--- config.mk ---
export PLATFORM = sky130hd
export DESIGN_NAME = fir_cfg_core
export DESIGN_NICKNAME = d
export VERILOG_FILES = /design/src/rtl/fir_cfg_core.sv
export SDC_FILE = /design/constraint.sdc
export NUM_CORES = 1
export LEC_CHECK = 0
export CORE_ASPECT_RATIO = 1.75
export CORE_MARGIN = 8
export CORE_UTILIZATION = 55
export CTS_BUF_LIST = sky130_fd_sc_hd__clkbuf_4 sky130_fd_sc_hd__clkbuf_8 sky130_fd_sc_hd__clkbuf_16
export DETAILED_ROUTE_END_ITERATION = 8
export PLACE_DENSITY = 0.72
export SYNTH_ARGS = -nofsm -noshare
export SYNTH_HDL_FRONTEND = slang
export SYNTH_SLANG_ARGS = --single-unit
--- constraint.sdc ---
create_clock -name CLK -period 12.66 [get_ports CLK]
set_clock_uncertainty 0.1 [all_clocks]
set_input_delay 1.266 -clock CLK [delete_from_list [all_inputs] [get_ports CLK]]
set_output_delay 1.266 -clock CLK [all_outputs]
set_load 0.1 [all_outputs]
--- src/rtl/fir_cfg_core.sv ---
// fir_cfg_core: 6-tap direct-form FIR filter with shadowed, commit-on-demand
// coefficients. It is programmed through a simple register-write stream.
// The sample path has two registered stages: products, then the sum.
module fir_cfg_core #(
  parameter int DW = 8,
  parameter int CW = 8,
  parameter int OW = 19
) (
  input  logic          CLK,
  input  logic          RSTn,
  input  logic          WrEn,
  input  logic [2:0]    RegAddr,
  input  logic [7:0]    D7_D0,
  input  logic          iValid,
  input  logic [DW-1:0] iX,
  output logic          oValid,
  output logic [OW-1:0] oY,
  output logic          oEn
);

  localparam int NT = 6;
  localparam int PW = DW + CW;

  logic signed [CW-1:0] s_reg [NT];
  logic signed [CW-1:0] c_reg [NT];
  logic signed [DW-1:0] x_reg [NT];
  logic signed [PW-1:0] p_reg [NT];

  logic en_reg;
  logic commit_pend_reg;
  logic clr_pend_reg;
  logic x_valid_reg;
  logic v1_reg;

  logic                   ctrl_wr;
  logic                   accept;
  logic [NT-1:0][PW-1:0]  prod;
  logic [OW-1:0]          sum_next;

  assign ctrl_wr = WrEn && (RegAddr == 3'd6);
  // A pending clear wins over a new sample on the same edge.
  assign accept  = iValid && en_reg && !clr_pend_reg;
  assign oEn     = en_reg;

  // One full-precision signed multiplier per tap. Both operands are widened
  // to the product width, so the product cannot lose bits.
  generate
    for (genvar gi = 0; gi < NT; gi++) begin : g_tap
      assign prod[gi] = $signed({{DW{c_reg[gi][CW-1]}}, c_reg[gi]})
                      * $signed({{CW{x_reg[gi][DW-1]}}, x_reg[gi]});
    end
  endgenerate

  // Adder tree as a simple loop. Each product is sign-extended to the output
  // width first; the 3 guard bits make overflow impossible.
  always_comb begin
    sum_next = '0;
    for (int i = 0; i < NT; i++) begin
      sum_next = sum_next + {{(OW-PW){p_reg[i][PW-1]}}, p_reg[i]};
    end
  end

  // Configuration: shadow writes, CTRL decode, and the one-shot commit/clear flags.
  always_ff @(posedge CLK) begin
    if (!RSTn) begin
      en_reg          <= 1'b0;
      commit_pend_reg <= 1'b0;
      clr_pend_reg    <= 1'b0;
      for (int i = 0; i < NT; i++) begin
        s_reg[i] <= '0;
        c_reg[i] <= '0;
      end
    end else begin
      commit_pend_reg <= ctrl_wr && D7_D0[1];
      clr_pend_reg    <= ctrl_wr && D7_D0[2];
      if (ctrl_wr) begin
        en_reg <= D7_D0[0];
      end
      for (int i = 0; i < NT; i++) begin
        if (WrEn && (RegAddr == 3'(i))) begin
          s_reg[i] <= D7_D0;
        end
        // A commit copies the pre-edge shadow, so a shadow write on the same
        // edge needs its own commit later.
        if (commit_pend_reg) begin
          c_reg[i] <= s_reg[i];
        end
      end
    end
  end

  // Datapath: delay line shift, product stage, and output stage with valid tracking.
  always_ff @(posedge CLK) begin
    if (!RSTn) begin
      x_valid_reg <= 1'b0;
      v1_reg      <= 1'b0;
      oValid      <= 1'b0;
      oY          <= '0;
      for (int i = 0; i < NT; i++) begin
        x_reg[i] <= '0;
        p_reg[i] <= '0;
      end
    end else begin
      for (int i = 0; i < NT; i++) begin
        p_reg[i] <= prod[i];
      end
      if (clr_pend_reg) begin
        // Flush the history and everything still in flight.
        x_valid_reg <= 1'b0;
        v1_reg      <= 1'b0;
        oValid      <= 1'b0;
        for (int i = 0; i < NT; i++) begin
          x_reg[i] <= '0;
        end
      end else begin
        if (accept) begin
          x_reg[0] <= iX;
          for (int i = 1; i < NT; i++) begin
            x_reg[i] <= x_reg[i-1];
          end
        end
        x_valid_reg <= accept;
        v1_reg      <= x_valid_reg;
        oValid      <= v1_reg;
        if (v1_reg) begin
          oY <= sum_next;
        end
      end
    end
  end

endmodule

==> flow_summary.yaml <==
outcome:
  outcome: "complete, no violations"
power:
  power_density_nw_per_um2: 130.0
  p_leak_nw: 13.30
  ir_drop_mv: 0.1586
timing:
  finalMaxSlewViolations: 0
  rsz0062_at_grt: "false"
  min_period_ns: 4.890
  worst_pin_slew_ns: 1.285
  relSlewSlack_pct: 13.41
  layout_setup_ws_ns: 7.770
  finalSetupViolCount: 0
  tns_ns: 0
  hold_viol_final: 0
  fmax_ghz: 0.2045
  period_share_pct: 38.62
synth:
  ys_seq_area_share_pct: 26.05
  synth_edf_count: 144
  syn_nets: 3124
  synth_area_um2: 25890
  postSynthRegisterBits: 265
  ys.warnings.count: 0
  syn_avg_cell_area_um2: 10.30
  netlist_instances: 2514
  async_reset_ff_share_pct: 0
  ys_types: 51
  synth_ff_type: "edfxtp_1"
die:
  die_h_um: 303.0
  core_um2: 46640
  boundaryPins: 44
  rows: 105
  die_w_um: 180.0
  initial_core_util_pct: 55.52
  dieArea_um2: 54550
cts:
  ctsRootBufferMaster: "clkbuf_16"
  clk_path_buf_depth: 3
  numCtsBuffers: 25
  cts_resized: 0
  clkLatencyLatePin_ns: 0.56
  tritoncts: "done"
  clk_pin_slew_worst_paths_ns: 0.07
  postCtsSetupRepairBufs: 0
  hold_buffers: 0
  h-tree-depth: 1
  clock_sinks: 265
drt:
  drtIter0Drc: 676
  drc: 0
  finalWirelength_um: 60350
  vias: 16720
  drt.antenna.violating_nets: 0
  dr.pass1.iters: 5
  wl_per_cell_um: 19.08
  post_drt_via_cell_ratio: 5.283
global_route:
  grt_max_degree: 63
  grt_use_total_pct: 22.56
  antenna_found_initial: 0
  first_global_vias: 18300
  grt_pass1_wl_um: 96140
  grt_overflow: 0
setup_path:
  path_class: "reg -> reg"
  critPathSlowestCell: "fa_1"
  path_cells: "and2_1 -> ha_1 -> inv_1 -> fa_1 -> inv_1 -> fa_1 -> inv_1 -> fa_1 -> inv_1 -> ha_1 -> or2_0 -> a211oi_2 -> a21oi_2 -> a2111oi_2 -> nor2_1 -> or3_1 -> and3_1"
  cpPeakStageDelay_ns: 0.52
  crit_arrival_ns: 5.24
  timing.critical_path.mode_cell: "inv_1"
  critical_path.max_fanout: 8
  startpoint_type: "flop"
  cp.required_ns: 13.01
  end_kind: "flop"
placement:
  hpwl_um: 50360
  pre_cts_slack_ns: 7.777
  portBuffers: 43
  gp_congestion: 0.9049
cells_and_area:
  drive_above_1_share_pct: 2.873
  final_nets: 3167
  final_cell_mix: "556 x inv_1, 409 x and2_1, 396 x fa_1"
  layout_commonest_cell: "inv_1"
  antenna-diode-count: 0
  largest_reg_flops: 96
  area_growth_syn_to_layout_pct: 7.436
hold_path:
  hold_path_class: "reg -> reg"
job:
  drv_cap: 0
worst max-delay path, delay by kind of cell, from the launching register on:
family | cells | cell delay, ns
flip-flops | 1 | 0.49
buffers and inverters | 4 | 0.28
AO/OA/AOI/OAI | 3 | 0.69
AND/OR/NAND/NOR | 5 | 1.07
adder cells (fa/ha/maj) | 5 | 2.14
layer usage:
metal  track usage [%]  part of all wire (%)
met1             23.18                    36
met5                 0                     0
met4             12.05                   5.9
met3             2.229                   2.8
met2             44.39                    56
final cells by class:
cell class / instances / area (um2)
Inverter: 556 / 2087
Clock inverter: 9 / 92.59
Clock buffer: 37 / 728.2
Tap cell: 588 / 735.7
Multi-Input combinational cell: 1656 / 16930
Fill cell: 3965 / 18820
Sequential cell: 265 / 6746
Timing Repair Buffer: 53 / 503.0
through the flow:
step                power, mW  area, um2  std cells  util (%)  hold WS [ns]
floorplan               2.414      25890       2514         -        0.3057
global placement        2.825      27000       3118     57.89        0.3175
detailed placement      2.872      27000       3118     57.89        0.3391
CTS                     3.641      27820       3164     59.65        0.3493
global route            3.903      27820       3164     59.65        0.3746
finish                  3.618      27820       3164     59.65        0.3413
synthesized netlist by cell type, types with 19 or more instances:
master | n | area, um2
xnor2_1 | 70 | 613.1
fa_1 | 396 | 7928
nand2b_1 | 28 | 175.2
inv_1 | 556 | 2087
o21ai_0 | 43 | 215.2
a21o_1 | 19 | 142.6
a21oi_1 | 44 | 220.2
and3_1 | 61 | 381.6
nor2b_1 | 51 | 319.1
ha_1 | 191 | 2390
o21a_1 | 27 | 202.7
nor2_1 | 24 | 90.09
dfxtp_1 | 121 | 2422
nand2_1 | 134 | 503.0
clkbuf_1 | 37 | 138.9
and2_1 | 409 | 2559
edfxtp_1 | 144 | 4324
final timing paths:
kind / start / to / slack [ns] / cells past startpoint
worst max-delay path: c_reg[3][7] / p_reg[3][15] / 7.77 / 17
worst min-delay path: x_valid_reg / v1_reg / 0.34 / 1
worst max register to register: c_reg[3][7] / p_reg[3][15] / 7.77 / 17
worst min register to register: x_valid_reg / v1_reg / 0.34 / 1
power breakdown:
part | internal (mW) | leakage [nW] | switching, mW
sequential | 0.983 | 2.47 | 0.0721
combinational | 0.756 | 10.4 | 1.05
clock | 0.424 | 0.405 | 0.337
cells by family after synthesis:
family                   synth area share (%)
AND/OR/NAND/NOR                         17.32
buffers and inverters                   8.596
adder cells (fa/ha/maj)                 39.84
flip-flops                              26.05
AO/OA/AOI/OAI                           5.093
XOR/XNOR                                2.841
multiplexers                           0.2561
No activity file was read; power rests on OpenSTA's default activity.
